### src/rtl/executor_movimento.sv
// Grid-motion executor: accepts one movement command at a time, holds it for
// STEP_CYCLES cycles, then commits the new (x, y) position and counts the step.
module executor_movimento #(
  parameter int GRID_W      = 8,
  parameter int GRID_H      = 8,
  parameter int COORD_W     = 3,
  parameter int STEP_CYCLES = 4,
  parameter int X0          = 0,
  parameter int Y0          = 0
) (
  input  logic               c3,
  input  logic               reset,
  input  logic [0:2]         acao,
  output logic [COORD_W-1:0] pos_x,
  output logic [COORD_W-1:0] pos_y,
  output logic               ocupado,
  output logic               concluido,
  output logic               colisao,
  output logic [7:0]         passos
);

  localparam int CNT_W = (STEP_CYCLES > 1) ? $clog2(STEP_CYCLES) : 1;
  localparam logic [COORD_W-1:0] X_MAX   = COORD_W'(GRID_W - 1);
  localparam logic [COORD_W-1:0] Y_MAX   = COORD_W'(GRID_H - 1);
  localparam logic [CNT_W-1:0]   CNT_TOP = CNT_W'(STEP_CYCLES - 1);

  localparam logic [2:0] CMD_N = 3'b001;
  localparam logic [2:0] CMD_O = 3'b010;
  localparam logic [2:0] CMD_L = 3'b011;
  localparam logic [2:0] CMD_S = 3'b100;

  typedef enum logic {OCIOSO, MOVENDO} state_t;

  state_t               state_q, state_d;
  logic [2:0]           dir_q, dir_d;
  logic [CNT_W-1:0]     counter_q, counter_d;
  logic [COORD_W-1:0]   pos_x_q, pos_x_d;
  logic [COORD_W-1:0]   pos_y_q, pos_y_d;
  logic                 ocupado_q, ocupado_d;
  logic                 concluido_q, concluido_d;
  logic                 colisao_q, colisao_d;
  logic [7:0]           passos_q, passos_d;

  logic [2:0] cmd;
  logic       cmd_valid;
  logic       cmd_blocked;

  // Re-pack so codes compare as plain 3-bit values regardless of [0:2] order.
  assign cmd = {acao[0], acao[1], acao[2]};

  always_comb begin
    cmd_valid   = 1'b0;
    cmd_blocked = 1'b0;
    case (cmd)
      CMD_N: begin cmd_valid = 1'b1; cmd_blocked = (pos_y_q == Y_MAX); end
      CMD_O: begin cmd_valid = 1'b1; cmd_blocked = (pos_x_q == '0);    end
      CMD_L: begin cmd_valid = 1'b1; cmd_blocked = (pos_x_q == X_MAX); end
      CMD_S: begin cmd_valid = 1'b1; cmd_blocked = (pos_y_q == '0);    end
      default: ;
    endcase
  end

  always_comb begin
    state_d     = state_q;
    dir_d       = dir_q;
    counter_d   = counter_q;
    pos_x_d     = pos_x_q;
    pos_y_d     = pos_y_q;
    ocupado_d   = ocupado_q;
    concluido_d = 1'b0;
    colisao_d   = 1'b0;
    passos_d    = passos_q;

    case (state_q)
      OCIOSO: begin
        if (cmd_valid && cmd_blocked) begin
          colisao_d = 1'b1;
        end else if (cmd_valid) begin
          dir_d     = cmd;
          counter_d = CNT_TOP;
          ocupado_d = 1'b1;
          state_d   = MOVENDO;
        end
      end
      MOVENDO: begin
        if (counter_q != '0) begin
          counter_d = counter_q - 1'b1;
        end else begin
          case (dir_q)
            CMD_N:   pos_y_d = pos_y_q + 1'b1;
            CMD_O:   pos_x_d = pos_x_q - 1'b1;
            CMD_L:   pos_x_d = pos_x_q + 1'b1;
            CMD_S:   pos_y_d = pos_y_q - 1'b1;
            default: ;
          endcase
          passos_d    = passos_q + 8'd1;
          concluido_d = 1'b1;
          ocupado_d   = 1'b0;
          state_d     = OCIOSO;
        end
      end
      default: state_d = OCIOSO;
    endcase
  end

  always_ff @(posedge c3 or negedge reset) begin
    if (!reset) begin
      state_q     <= OCIOSO;
      dir_q       <= '0;
      counter_q   <= '0;
      pos_x_q     <= COORD_W'(X0);
      pos_y_q     <= COORD_W'(Y0);
      ocupado_q   <= 1'b0;
      concluido_q <= 1'b0;
      colisao_q   <= 1'b0;
      passos_q    <= '0;
    end else begin
      state_q     <= state_d;
      dir_q       <= dir_d;
      counter_q   <= counter_d;
      pos_x_q     <= pos_x_d;
      pos_y_q     <= pos_y_d;
      ocupado_q   <= ocupado_d;
      concluido_q <= concluido_d;
      colisao_q   <= colisao_d;
      passos_q    <= passos_d;
    end
  end

  assign pos_x     = pos_x_q;
  assign pos_y     = pos_y_q;
  assign ocupado   = ocupado_q;
  assign concluido = concluido_q;
  assign colisao   = colisao_q;
  assign passos    = passos_q;

endmodule
### config.mk
export PLATFORM = sky130hd
export DESIGN_NAME = executor_movimento
export DESIGN_NICKNAME = d
export VERILOG_FILES = /design/src/rtl/executor_movimento.sv
export SDC_FILE = /design/constraint.sdc
export NUM_CORES = 1
export LEC_CHECK = 0
export BUFFER_PORTS_ARGS = -buffer_cell sky130_fd_sc_hd__buf_2
export CORE_ASPECT_RATIO = 0.7
export CORE_UTILIZATION = 50
export CTS_CLUSTER_SIZE = 25
export DETAILED_ROUTE_END_ITERATION = 8
export PLACE_DENSITY = 0.76
export SLEW_MARGIN = 20
export SYNTH_ARGS = -nofsm -noshare
export SYNTH_HDL_FRONTEND = slang
export SYNTH_SLANG_ARGS = --single-unit
### constraint.sdc
create_clock -name c3 -period 3.7 [get_ports c3]
set_clock_uncertainty 0.2 [all_clocks]
set_input_delay 0.555 -clock c3 [delete_from_list [all_inputs] [get_ports c3]]
set_output_delay 0.555 -clock c3 [all_outputs]
set_load 0.1 [all_outputs]
==> flow_summary.ini, run 1 <==
[die]
dieHeight_um = 41.38
core_area_um2 = 1968
io_pins = 22
placementRows = 13
initial_core_util = 0.5626
die_area_um2 = 2410
die_w_um = 58.25

[critical_path]
crit_required_ns = 2.94
path_cells = buf_2
cp_top_family = flip-flops
cp_max_fo = 5
path_buf_inv = 1
slowest_stage = dfrtp_1
worstSetupPathType = flop to primary output
worst_setup_path_end_kind = primary output
ff2ff_path_depth = 7
slowest_delay_ns = 0.50
startpoint = pos_x[0]$_DFFE_PN0P_
critPathLaunchType = flop
reg2reg_from = dir_q[0]$_DFFE_PN0P_
worstPathArrival_ns = 1.29
path_depth = 1

[timing]
fmax_mhz = 488.5
slew_headroom = 0.6745
rsz0062_at_grt = false
setup_violations = 0
fin_tns_setup_ns = 0
period_needed_ns = 2.047
tightest_slew_ns = 0.4916
fin_crit_sh = 0.5532
finalMaxSlewViolations = 0
hold_viol = 0

[grt]
use_met1 = 0.2752
antenna_found_initial = 0
grt.overflow.total = 0
gr-usage-met3 = 0.06481
grt_max_degree = 24
use_met2 = 0.3592
grt.busiest_layer = met2
grt_pass1_vias = 755
grtUsageTotal = 0.2120
grt_pass1_wl_mm = 3.505

[synthesis]
ys_top_cells_by_area = dfrtp_1 (52%), xnor2_1 (7.9%), fa_1 (3.6%), nand2_1 (3.4%), nor2_1 (3.1%)
ys.flop_type = dfrtp_1
ys_types = 30
postSynth.asyncResetShare = 1.000
postSynthAreaPerCell_um2 = 11.07
yosys.area.top_type_share = 0.5198
mappedNetlistArea_um2 = 1107
synth_nets = 109
synth_top_area_cell = dfrtp_1
synth_most_common_cell = dfrtp_1
ys.warnings.count = 0
synth_seq_cells = 23
yosysSeqAreaShare = 0.5198
synth_cells = 100
synth_edf_count = 0
yosys-top-cells-count = dfrtp_1 (23), nand2_1 (10), xnor2_1 (10)

[drt]
drt_iter0_markers = 30
wl_per_cell_um = 13.02
viasPerCell = 5.181
vias = 803
postRouteWirelength_mm = 2.018
ant_nets = 0
drc_errors = 0
firstDrtPassIters = 4

[clock_tree]
cts_buffers = 3
cts_resized = 0
cts_tree = built
ctsRootBufferMaster = clkbuf_4
htree_levels = 1
cts_num_sinks = 23
clock_latency_ns = 0.31
clkTransAtPathRegs_ns = 0.13
clk_path_buf_depth = 2

[run_status]
status = completed

[final_layout]
nets = 135
n_antenna_cell = 0
drive_above_1_share = 0.2640
fill_cells = 156
area_growth_pct = 15.93
utilization = 0.6523

[place]
place_congestion = 0.8208
dp_hpwl_mm = 1.544
io_buffer_count = 21

[min_path]
min_path_type = flop to flop
hold_path_depth = 1
hp-start = passos[7]$_DFFE_PN0P_

[job]
drv.max_cap_violation_count = 0
-- stage by stage --
stage | setup WS [ns] | instances | hold slack (ns) | area (um2)
after floorplan | 1.260 | 100 | 0.05941 | 1107
final | 1.653 | 155 | 0.2726 | 1284
after global routing | 1.576 | 155 | 0.3189 | 1284
after global placement | 1.599 | 150 | 0.2581 | 1246
after detailed placement | 1.572 | 150 | 0.2606 | 1246
after CTS | 1.643 | 155 | 0.2792 | 1284
-- layer usage --
metal / part of all wire / up-vias
li1: - / 395
met4: 0.0089 / 0
met3: 0.036 / 2
met2: 0.44 / 14
met1: 0.52 / 392
met5: 0 / -
-- cell families (layout without fill, tap and decap cells) --
logic type,count (synthesis),after routing,share of synthesized area
buf+inv,7,32,0.02372
simple gates,39,39,0.1842
compound gates,11,11,0.07797
xor+xnor,13,13,0.1028
fa+ha+maj,4,4,0.05875
flops,23,23,0.5198
mux,3,3,0.03276
-- final timing paths --
| path | to | slack, ns |
|---|---|---|
| worst max-delay path | pos_x[0] | 1.65 |
| worst min-delay path | passos[7]$_DFFE_PN0P_ | 0.27 |
| worst max register to register | pos_y[2]$_DFFE_PN0P_ | 1.76 |
| worst min register to register | passos[7]$_DFFE_PN0P_ | 0.27 |
| max in group asynchronous | passos[3]$_DFFE_PN0P_ | 2.45 |
| min in group asynchronous | pos_y[1]$_DFFE_PN0P_ | 0.52 |
-- registers in the layout (all words and copies together), names as in the netlist, 2 cells and up --
signal,count
counter_q,2
dir_q,3
passos,8
pos_x,3
pos_y,3
-- cell type report --
cell class              instances  area (um2)  area share
well taps                      30       37.54     0.02924
flip-flops and latches         23       575.6      0.4483
clock inverters                 1       5.005    0.003899
inverters                       6       22.52     0.01754
repair buffers                 22       115.1     0.08967
multi-input cells              70       505.5      0.3938
clock buffers                   3       22.52     0.01754
-- cell usage in the layout (no fill, tap or decap), types with 2 or more instances in the layout --
master / instances
xnor2_1: 10
nor2_1: 9
nand3_1: 3
nand4_1: 3
buf_2: 21
a21oi_1: 4
ha_1: 2
dfrtp_1: 23
nor3_1: 4
clkbuf_4: 3
nor4b_1: 2
xor2_1: 3
fa_1: 2
nor2b_1: 2
inv_1: 6
o21ai_0: 2
nand2_1: 10
-- what timing repair did --
action	in CTS	in global routing
hold endpoints to repair	13	0
endpoints found under the setup margin	0	0
setup buffers	0	0
hold buffers	1	0
Power of run 1 is left out: the tool's default activity adds up to more than one toggle a clock period on the data nets, which glitch-free logic cannot reach.
==> inputs of run 2 (changes only) <==
--- a/config.mk
+++ b/config.mk
@@ -5,12 +5,13 @@
 export SDC_FILE = /design/constraint.sdc
 export NUM_CORES = 1
 export LEC_CHECK = 0
+export ABC_AREA = 1
 export BUFFER_PORTS_ARGS = -buffer_cell sky130_fd_sc_hd__buf_2
 export CORE_ASPECT_RATIO = 0.7
 export CORE_UTILIZATION = 50
 export CTS_CLUSTER_SIZE = 25
 export DETAILED_ROUTE_END_ITERATION = 8
-export PLACE_DENSITY = 0.76
+export PLACE_DENSITY = 0.75
 export SLEW_MARGIN = 20
 export SYNTH_ARGS = -nofsm -noshare
 export SYNTH_HDL_FRONTEND = slang
==> constraint.sdc (replaced) <==
create_clock -name c3 -period 1.95 [get_ports c3]
set_clock_uncertainty 0.2 [all_clocks]
set_input_delay 0.2925 -clock c3 [delete_from_list [all_inputs] [get_ports c3]]
set_output_delay 0.2925 -clock c3 [all_outputs]
set_load 0.1 [all_outputs]
==> run 2 against run 1 <==
Compared with the run above:
- core utilization down 1.2 points
- setup slack worse by 1.5 ns
- hold slack worse by 0.18 ns
- highest routed layer unchanged
- global-route usage down 2.2 points
- flip-flop and latch count unchanged
- critical path depth up 8
- via count up 13%
- clock-buffer cell count unchanged
- sequential share of layout area down 3.3 points
- critical path type is now flop to flop
- register-to-register slack worse by 1.6 ns
==> flow_summary.ini, run 2 <==
[min_path]
min_path_type = input pin to flop

[die]
core_area_um2 = 2207
io_pins = 22
initial_core_util = 0.5465
dieHeight_um = 43.10
die_area_um2 = 2616
placementRows = 14
die_w_um = 60.71

[critical_path]
worstSetupPathType = flop to flop
cp_max_fo = 4
slowest_stage = dfrtp_1
worstPathArrival_ns = 1.84
slowest_delay_ns = 0.44
critPathLaunchType = flop
path_common_cell = nand2_1
path_cells = inv_1 -> nand2_1 -> nor2_2 -> inv_1 -> fa_1 -> a21oi_2 -> nand2_1 -> nand2_1 -> nand2_1
worst_setup_path_end_kind = flop
crit_required_ns = 1.96

[synthesis]
synth_seq_cells = 23
ys_top_cells_by_area = dfrtp_1 (48%), nand2_1 (12%), inv_1 (5.3%), xor2_1 (4.4%), nand2_4 (3.7%)
synth.area.mux_share = 0.009336
synthSimpleGateAreaFrac = 0.2988
synth_compound_area_frac = 0.02075
ys_types = 23
synth_top_area_cell = dfrtp_1
yosysSeqAreaShare = 0.4772
yosys-top-cells-count = nand2_1 (38), dfrtp_1 (23), inv_1 (17)
synthXorXnorAreaFrac = 0.07988
synth_edf_count = 0
ys.flop_type = dfrtp_1
postSynthAreaPerCell_um2 = 9.138
synth_top_family_by_area = simple AND/OR/NAND/NOR gates
synth_cells = 132
synth-adder-area-share = 0.05394
mappedNetlistArea_um2 = 1206
yosys.area.top_type_share = 0.4772
synth_most_common_cell = nand2_1
ys.warnings.count = 0
postSynth.asyncResetShare = 1.000
synth_nets = 141

[timing]
setup_violations = 0
finalMaxSlewViolations = 0
hold_viol = 0
fmax_mhz = 544.5
fin_tns_setup_ns = 0
slew_headroom = 0.6698
tightest_slew_ns = 0.4953
period_needed_ns = 1.836
fin_crit_sh = 0.9418
rsz0062_at_grt = false

[drt]
postRouteWirelength_mm = 2.137
vias = 904
drt_iter0_markers = 19
viasPerCell = 4.733
firstDrtPassIters = 4
wl_per_cell_um = 11.19
ant_nets = 0
drc_errors = 0

[final_layout]
final_common_cell = nand2_1
fin_area_um2 = 1414
multi_input_area_um2 = 564.3
seq_area_um2 = 586.8
final_cell_mix = nand2_1 (38), buf_2 (21), inv_1 (17)
largest_register_ff_count = 8
fill_cells = 190
n_antenna_cell = 0
area_growth_pct = 17.22
drive_above_1_share = 0.3208
nets = 169

[clock_tree]
htree_levels = 1
cts_tree = built
clk_path_buf_depth = 2
cts_num_sinks = 23
clock_latency_ns = 0.31
cts_buffers = 3
clkTransAtPathRegs_ns = 0.11
ctsRootBufferMaster = clkbuf_4

[place]
dp_hpwl_mm = 1.715
postPlaceCellArea_um2 = 1363
place_congestion = 0.8339
io_buffer_count = 21

[grt]
antenna_found_initial = 0
grt_pass1_vias = 813
grt_max_degree = 24
grtUsageTotal = 0.1898
grt.overflow.total = 0
grt_pass1_wl_mm = 3.567

[job]
drv.max_cap_violation_count = 0

[run_status]
status = completed
-- run 2: cell types whose count changed in the layout (fill, tap and decap cells not counted), sizes merged, moves of 3 or more --
cell / before / now
inv: 6 / 18
a21oi: 4 / 1
nor2: 9 / 13
xnor2: 10 / 5
xor2: 3 / 6
nand2: 10 / 43
nand3: 4 / 8
-- run 2: final timing paths --
check / cells past startpoint / endpoint / slack, ns / from
worst max-delay path: 9 / pos_y[2]$_DFFE_PN0P_ / 0.11 / dir_q[0]$_DFFE_PN0P_
worst min-delay path: 3 / dir_q[2]$_DFFE_PN0P_ / 0.1 / acao[0]
worst max register to register: 9 / pos_y[2]$_DFFE_PN0P_ / 0.11 / dir_q[0]$_DFFE_PN0P_
worst min register to register: 1 / passos[7]$_DFFE_PN0P_ / 0.27 / passos[7]$_DFFE_PN0P_
max in group asynchronous: 2 / passos[0]$_DFFE_PN0P_ / 0.93 / reset
min in group asynchronous: 2 / pos_x[2]$_DFFE_PN0P_ / 0.26 / reset
-- run 2: cells by family after synthesis --
logic type / after synthesis
fa+ha+maj: 4
flops: 23
buf+inv: 18
mux: 1
xor+xnor: 11
simple gates: 70
compound gates: 5
-- run 2: metal layers --
layer	GRT usage	routed length, um	share of wire
met1	0.2613	1069	0.50
met2	0.2835	952	0.45
met3	0.05488	86	0.040
met4	0.06818	28	0.013
met5	0	0	0
-- run 2: timing repair --
item                       CTS  global route
hold buffers                 1             0
buffers inserted             0             1
resized for setup            0             2
setup endpoints to repair    0             1
hold endpoints to repair    23             0
-- run 2: stage by stage --
stage	util	hold slack (ns)	instances	worst slack, ns
3_5_place_dp	0.6173	0.08372	185	0.1174
6_report	0.6406	0.09595	191	0.1135
5_1_grt	0.6406	0.1075	191	0.003090
2_1_floorplan	-	-0.2031	132	0.000003997
4_1_cts	0.6344	0.08525	190	0.1040
3_3_place_gp	0.6173	0.08513	185	0.2301
-- run 2: worst max-delay path: cells and delay by family (launching register included) --
kind,cells,cell delay (ns)
flip-flops,1,0.44
buffers and inverters,2,0.14
AO/OA/AOI/OAI,1,0.15
AND/OR/NAND/NOR,5,0.40
adder cells (fa/ha/maj),1,0.41
-- run 2: cell type report --
cell class / count / area share
inverters: 18 / 0.05133
clock inverters: 1 / 0.003540
flip-flops and latches: 23 / 0.4150
clock buffers: 3 / 0.01593
multi-input cells: 91 / 0.3991
repair buffers: 23 / 0.08673
well taps: 32 / 0.02832
Power of run 2 is left out for the same reason.
